[src/rtl/regfile_wb_arbiter_if.sv]
// Bus bundle between the write-back producers / issue stage and the register-file write-back arbiter.
interface regfile_wb_arbiter_if #(
    parameter int NUM_REQ = 3,
    parameter int ADDR_W  = 5,
    parameter int DATA_W  = 32
);
    logic [NUM_REQ-1:0]        ReqValid;
    logic [NUM_REQ*ADDR_W-1:0] ReqReg;
    logic [NUM_REQ*DATA_W-1:0] ReqData;
    logic [NUM_REQ-1:0]        ReqReady;
    logic                      RegWrite;
    logic [ADDR_W-1:0]         WriteReg;
    logic [DATA_W-1:0]         WriteData;
    logic                      ClaimValid;
    logic [ADDR_W-1:0]         ClaimReg;
    logic [ADDR_W-1:0]         CheckReg1;
    logic [ADDR_W-1:0]         CheckReg2;
    logic                      Busy1;
    logic                      Busy2;

    modport master (
        output ReqValid, ReqReg, ReqData, ClaimValid, ClaimReg, CheckReg1, CheckReg2,
        input  ReqReady, RegWrite, WriteReg, WriteData, Busy1, Busy2
    );

    modport slave (
        input  ReqValid, ReqReg, ReqData, ClaimValid, ClaimReg, CheckReg1, CheckReg2,
        output ReqReady, RegWrite, WriteReg, WriteData, Busy1, Busy2
    );
endinterface

[src/rtl/regfile_wb_arbiter.sv]
// Register-file write-port arbiter with pending-write scoreboard for RAW hazard detection.
// Define REGFILE_WB_RR_EN for round-robin grants; otherwise the lowest requesting index wins.
module regfile_wb_arbiter #(
    parameter int NUM_REQ = 3,
    parameter int ADDR_W  = 5,
    parameter int DATA_W  = 32
) (
    input logic clock,
    input logic reset_n,
    regfile_wb_arbiter_if.slave bus
);
    localparam int IDX_W    = (NUM_REQ > 1) ? $clog2(NUM_REQ) : 1;
    localparam int NUM_REGS = 1 << ADDR_W;

    logic [NUM_REQ-1:0]  grant;
    logic [IDX_W-1:0]    grantIdx;
    logic                grantAny;
    logic [ADDR_W-1:0]   selReg;
    logic [DATA_W-1:0]   selData;
    logic                regWriteQ;
    logic [ADDR_W-1:0]   writeRegQ;
    logic [DATA_W-1:0]   writeDataQ;
    logic [NUM_REGS-1:0] scoreboard;
    logic [NUM_REGS-1:0] scoreboardNext;

`ifdef REGFILE_WB_RR_EN
    logic [IDX_W-1:0] rrPtr;

    function automatic logic [IDX_W-1:0] rotIdx(input logic [IDX_W-1:0] base, input int k);
        int s;
        s = int'(base) + k;
        return IDX_W'(s % NUM_REQ);
    endfunction

    // Search starts at rrPtr, which points just past the last winner.
    always_comb begin
        grantAny = 1'b0;
        grantIdx = '0;
        for (int k = 0; k < NUM_REQ; k++) begin
            if (!grantAny && bus.ReqValid[rotIdx(rrPtr, k)]) begin
                grantAny = 1'b1;
                grantIdx = rotIdx(rrPtr, k);
            end
        end
        if (!reset_n) grantAny = 1'b0;
    end

    always_ff @(posedge clock) begin
        if (!reset_n) begin
            rrPtr <= '0;
        end else if (grantAny) begin
            rrPtr <= (grantIdx == IDX_W'(NUM_REQ - 1)) ? '0 : grantIdx + 1'b1;
        end
    end
`else
    always_comb begin
        grantAny = 1'b0;
        grantIdx = '0;
        for (int i = 0; i < NUM_REQ; i++) begin
            if (!grantAny && bus.ReqValid[i]) begin
                grantAny = 1'b1;
                grantIdx = IDX_W'(i);
            end
        end
        if (!reset_n) grantAny = 1'b0;
    end
`endif

    always_comb begin
        grant = '0;
        if (grantAny) grant[grantIdx] = 1'b1;
    end

    assign selReg  = bus.ReqReg[int'(grantIdx) * ADDR_W +: ADDR_W];
    assign selData = bus.ReqData[int'(grantIdx) * DATA_W +: DATA_W];

    // A newer claim overrides the clear from a retiring write to the same register.
    always_comb begin
        scoreboardNext = scoreboard;
        if (regWriteQ) scoreboardNext[writeRegQ] = 1'b0;
        if (bus.ClaimValid) scoreboardNext[bus.ClaimReg] = 1'b1;
        scoreboardNext[0] = 1'b0;
    end

    // Writes to R0 are consumed but never reach the register file.
    always_ff @(posedge clock) begin
        if (!reset_n) begin
            regWriteQ  <= 1'b0;
            writeRegQ  <= '0;
            writeDataQ <= '0;
            scoreboard <= '0;
        end else begin
            regWriteQ  <= grantAny && (selReg != '0);
            if (grantAny) begin
                writeRegQ  <= selReg;
                writeDataQ <= selData;
            end
            scoreboard <= scoreboardNext;
        end
    end

    assign bus.ReqReady  = grant;
    assign bus.RegWrite  = regWriteQ;
    assign bus.WriteReg  = writeRegQ;
    assign bus.WriteData = writeDataQ;
    assign bus.Busy1     = scoreboard[bus.CheckReg1];
    assign bus.Busy2     = scoreboard[bus.CheckReg2];
endmodule

[src/flat_wrapper.sv]
// flat-port wrapper written by rule: the top's interface ports become plain ports
module regfile_wb_arbiter_flat 
#(
    parameter int NUM_REQ = 3,
    parameter int ADDR_W  = 5,
    parameter int DATA_W  = 32
)
  (clock, reset_n, bus_ReqValid, bus_ReqReg, bus_ReqData, bus_ClaimValid, bus_ClaimReg, bus_CheckReg1, bus_CheckReg2, bus_ReqReady, bus_RegWrite, bus_WriteReg, bus_WriteData, bus_Busy1, bus_Busy2);
  regfile_wb_arbiter_if #(.NUM_REQ(NUM_REQ), .ADDR_W(ADDR_W), .DATA_W(DATA_W)) bus_i ();
  input logic clock;
  input logic reset_n;
  input wire logic [$bits(bus_i.ReqValid)-1:0] bus_ReqValid;
  input wire logic [$bits(bus_i.ReqReg)-1:0] bus_ReqReg;
  input wire logic [$bits(bus_i.ReqData)-1:0] bus_ReqData;
  input wire logic [$bits(bus_i.ClaimValid)-1:0] bus_ClaimValid;
  input wire logic [$bits(bus_i.ClaimReg)-1:0] bus_ClaimReg;
  input wire logic [$bits(bus_i.CheckReg1)-1:0] bus_CheckReg1;
  input wire logic [$bits(bus_i.CheckReg2)-1:0] bus_CheckReg2;
  output wire logic [$bits(bus_i.ReqReady)-1:0] bus_ReqReady;
  output wire logic [$bits(bus_i.RegWrite)-1:0] bus_RegWrite;
  output wire logic [$bits(bus_i.WriteReg)-1:0] bus_WriteReg;
  output wire logic [$bits(bus_i.WriteData)-1:0] bus_WriteData;
  output wire logic [$bits(bus_i.Busy1)-1:0] bus_Busy1;
  output wire logic [$bits(bus_i.Busy2)-1:0] bus_Busy2;
  assign bus_i.ReqValid = bus_ReqValid;
  assign bus_i.ReqReg = bus_ReqReg;
  assign bus_i.ReqData = bus_ReqData;
  assign bus_i.ClaimValid = bus_ClaimValid;
  assign bus_i.ClaimReg = bus_ClaimReg;
  assign bus_i.CheckReg1 = bus_CheckReg1;
  assign bus_i.CheckReg2 = bus_CheckReg2;
  assign bus_ReqReady = bus_i.ReqReady;
  assign bus_RegWrite = bus_i.RegWrite;
  assign bus_WriteReg = bus_i.WriteReg;
  assign bus_WriteData = bus_i.WriteData;
  assign bus_Busy1 = bus_i.Busy1;
  assign bus_Busy2 = bus_i.Busy2;
  regfile_wb_arbiter #(.NUM_REQ(NUM_REQ), .ADDR_W(ADDR_W), .DATA_W(DATA_W)) u_core (.clock(clock), .reset_n(reset_n), .bus(bus_i));
endmodule
[config.mk]
export PLATFORM = sky130hd
export DESIGN_NAME = regfile_wb_arbiter_flat
export DESIGN_NICKNAME = d
export VERILOG_FILES = /design/src/rtl/regfile_wb_arbiter_if.sv /design/src/rtl/regfile_wb_arbiter.sv /design/src/flat_wrapper.sv
export SDC_FILE = /design/constraint.sdc
export NUM_CORES = 1
export LEC_CHECK = 0
export CAP_MARGIN = 30
export CORE_UTILIZATION = 45
export CTS_CLUSTER_SIZE = 12
export DETAILED_ROUTE_END_ITERATION = 12
export MAX_ROUTING_LAYER = met4
export PLACE_DENSITY_LB_ADDON = 0.05
export SLEW_MARGIN = 20
export SYNTH_ARGS = -nofsm -noshare
export SYNTH_HDL_FRONTEND = slang
export SYNTH_SLANG_ARGS = --single-unit
export TNS_END_PERCENT = 50
[constraint.sdc]
create_clock -name clock -period 5.2 [get_ports clock]
set_input_delay 1.04 -clock clock [delete_from_list [all_inputs] [get_ports clock]]
set_output_delay 1.04 -clock clock [all_outputs]
set_load 0.1 [all_outputs]
==> summary.md <==
| Metric | Value |
|---|---|
| Crit path DAT | 3400 ps |
| Crit path max fanout | 8 |
| Root Buffer | clkbuf_8 |
| Setup Skew | 10.3 ps |
| VDD IR max | 149 uV |
| Sequential fraction of the synthesis area | 0.358 |
| Final wirelength | 12,300 um |
| First-pass GRT wire length | 19,600 um |
| Fin nets | 741 |
| Syn avg cell area | 8.52 sq um |
| Leakage power | 2.36 nW |
| Maximum clock path buffer count | 2 |
| Most frequent cells in the layout | clkdlybuf4s50_1, nand2_1, a21oi_1, dfxtp_1, nor2_1 |
| P_sw | 0.000520 W |
| CTS clk-pin slew, worst paths | 70 ps |
| Worst hold slack | 454 ps |
| # H-tree levels | 3 |
| Critical path required time | 4160 ps |
| Final setup vio count | 0 |
| Worst Setup Slack, final | 760 ps |
| Core area | 0.00826 sq mm |
| Post-synthesis net count | 585 |
| Initial antenna violation count | 0 |
| Antenna-violating nets left | 0 |
| CP Capture Type | output port |
| Hold Path Class | flop to flop |
| Post-CTS setup buffers | 0 |
| DP Worst Slack | 729 ps |
| Synth area leaders | dfxtp_1, mux4_2, mux2i_1, a21oi_1, a211o_1 |
| Fin crit period | 4440 ps |
| Layout fillers | 683 |
| Post-synth top area cell | dfxtp_1 |
| Placer Congestion | 0.857 |
| Number of synthesized flops with an enable pin | 0 |
| Hold Buf Count CTS | 0 |
| Final Cycle Share | 0.854 |
| Clock Latency Late Sink | 340 ps |
| Worst-Margin Slew | 1030 ps |
| Die Width | 94.6 um |
| Total global-route track usage | 0.293 |
| Port-buffer cells | 174 |
| GR Overflow Total | 0 |
| Initial core utilization | 0.467 |
| Post-synth cell types | 28 |
| Status | complete, no violations |
| Switching part of the total | 0.346 |
| Flops & latches, synth | 69 |
| Slew HR | 0.309 |
| Power Density | 258 mW/mm^2 |
| Die Height | 94.6 um |
| Cell-internal power | 0.000983 W |
| CTS buffer count | 9 |
| Ant. Diodes | 0 |
| Post-Synthesis Cells | 453 |
| Total of max-cap violations | 0 |
| 1st-iter DRT viols | 201 |
| Hpwl dp | 9110 um |
| Flop pwr share | 0.384 |
| Unrepaired setup endpoints after global routing | no |
| Via Count | 4,078 |
| Die ar. | 0.00895 sq mm |
| Fmax achieved | 0.225 GHz |
| Fraction of layout cells with a size suffix above 1 | 0.0865 |
| Wire length per cell | 17.1 um |
| Top FF cell, synth | dfxtp_1 |
| Row cnt | 33 |
| Drt first pass iters | 5 |
| Drc violations | 0 |
| CTS tree | yes |
| I/O pins | 175 |
| Clock sink total | 69 |
| Clock network fraction of design power | 0.286 |
| Mapped cell area | 0.00386 sq mm |
| Pins Over Slew Limit | 0 |
| # resized after CTS | 0 |
| Routed vias/inst | 5.68 |
| Vias in the first global route | 4,074 |
| Syn-to-layout area delta | 51.3% |
| Pin count of the biggest net entering global routing | 72 |
| Commonest non-fill, non-tap cell in the layout | clkdlybuf4s50_1 |
| Final setup TNS | 0 ps |
| YS warnings | 0 |
| Share of the synthesized area in the top cell type | 0.358 |
| Startpoint type of the worst setup path | input pin |
| Critical path class | input pin to output port |
| Ys async rst share | 0 |
| Fraction of power consumed by combinational cells | 0.330 |
| Fin. Hold Viols | 0 |
==> flip-flops by register name, summed over array words and instances (netlist names) <==
signal                cells
u_core.bus.WriteReg       5
u_core.bus.RegWrite       1
u_core.bus.WriteData     32
u_core.scoreboard        31
==> cells in the mapped netlist (4+ instances only) <==
| master | n |
|---|---|
| a211o_1 | 33 |
| a211oi_1 | 4 |
| a21oi_1 | 69 |
| and3b_1 | 7 |
| buf_2 | 5 |
| clkbuf_1 | 29 |
| dfxtp_1 | 69 |
| mux2i_1 | 37 |
| mux4_2 | 18 |
| nand2_1 | 73 |
| nand3b_1 | 5 |
| nor2_1 | 42 |
| nor3b_1 | 5 |
| o21ai_0 | 31 |
| or3_1 | 5 |
==> worst paths after layout <==
path,startpoint,to,slack (ps),depth (start not counted)
worst max-delay path,bus_CheckReg1[0],bus_Busy1,760,5
worst min-delay path,u_core.bus.WriteData[13],u_core.bus.WriteData[13],450,2
worst max register to register,u_core.bus.WriteReg[3],u_core.scoreboard[9],3700,3
worst min register to register,u_core.bus.WriteData[13],u_core.bus.WriteData[13],450,2
==> cells by family after synthesis <==
family,count (synthesis),synth area share
mux,57,0.207
simple gates,149,0.176
compound gates,140,0.218
buf+inv,38,0.0405
flops,69,0.358
==> layout make-up <==
class,instances,area [sq um],share of cell area
sequential,69,1380,0.237
tap,105,131,0.0225
inverter,2,7.51,0.00129
multi-input combinational,346,2330,0.399
timing repair buffer,181,1800,0.308
clock inverter,4,48.8,0.00836
clock buffer,11,141,0.0242
==> critical path, stage by stage <==
cell	delay, ps
clkdlybuf4s50_1	800
mux4_2	570
mux4_2	480
mux2_2	280
buf_4	230
==> through the flow <==
stage / util / instances / power (W) / cell area (sq um)
after floorplan: - / 453 / 0.000894 / 3860
after global placement: 0.680 / 701 / 0.00107 / 5610
after detailed placement: 0.684 / 703 / 0.00108 / 5650
after CTS: 0.707 / 718 / 0.00151 / 5840
after global routing: 0.707 / 718 / 0.00156 / 5840
final: 0.707 / 718 / 0.00150 / 5840
==> power by group through the flow <==
stage / Combinational [W] / Sequential, W / Clock [W]
after floorplan: 0.000136 / 0.000758 / 0
after global placement: 0.000487 / 0.000588 / 0
after detailed placement: 0.000494 / 0.000589 / 0
after CTS: 0.000496 / 0.000577 / 0.000435
after global routing: 0.000519 / 0.000581 / 0.000456
final: 0.000496 / 0.000578 / 0.000430
==> metal layers <==
metal | GRT usage | vias to the layer above | wire (um)
li1 | - | 1948 | -
met1 | 0.332 | 1913 | 4980
met2 | 0.492 | 188 | 6050
met3 | 0.0813 | 29 | 978
met4 | 0.112 | 0 | 286
met5 | - | - | 0
No activity file was read; power rests on OpenSTA's default activity.
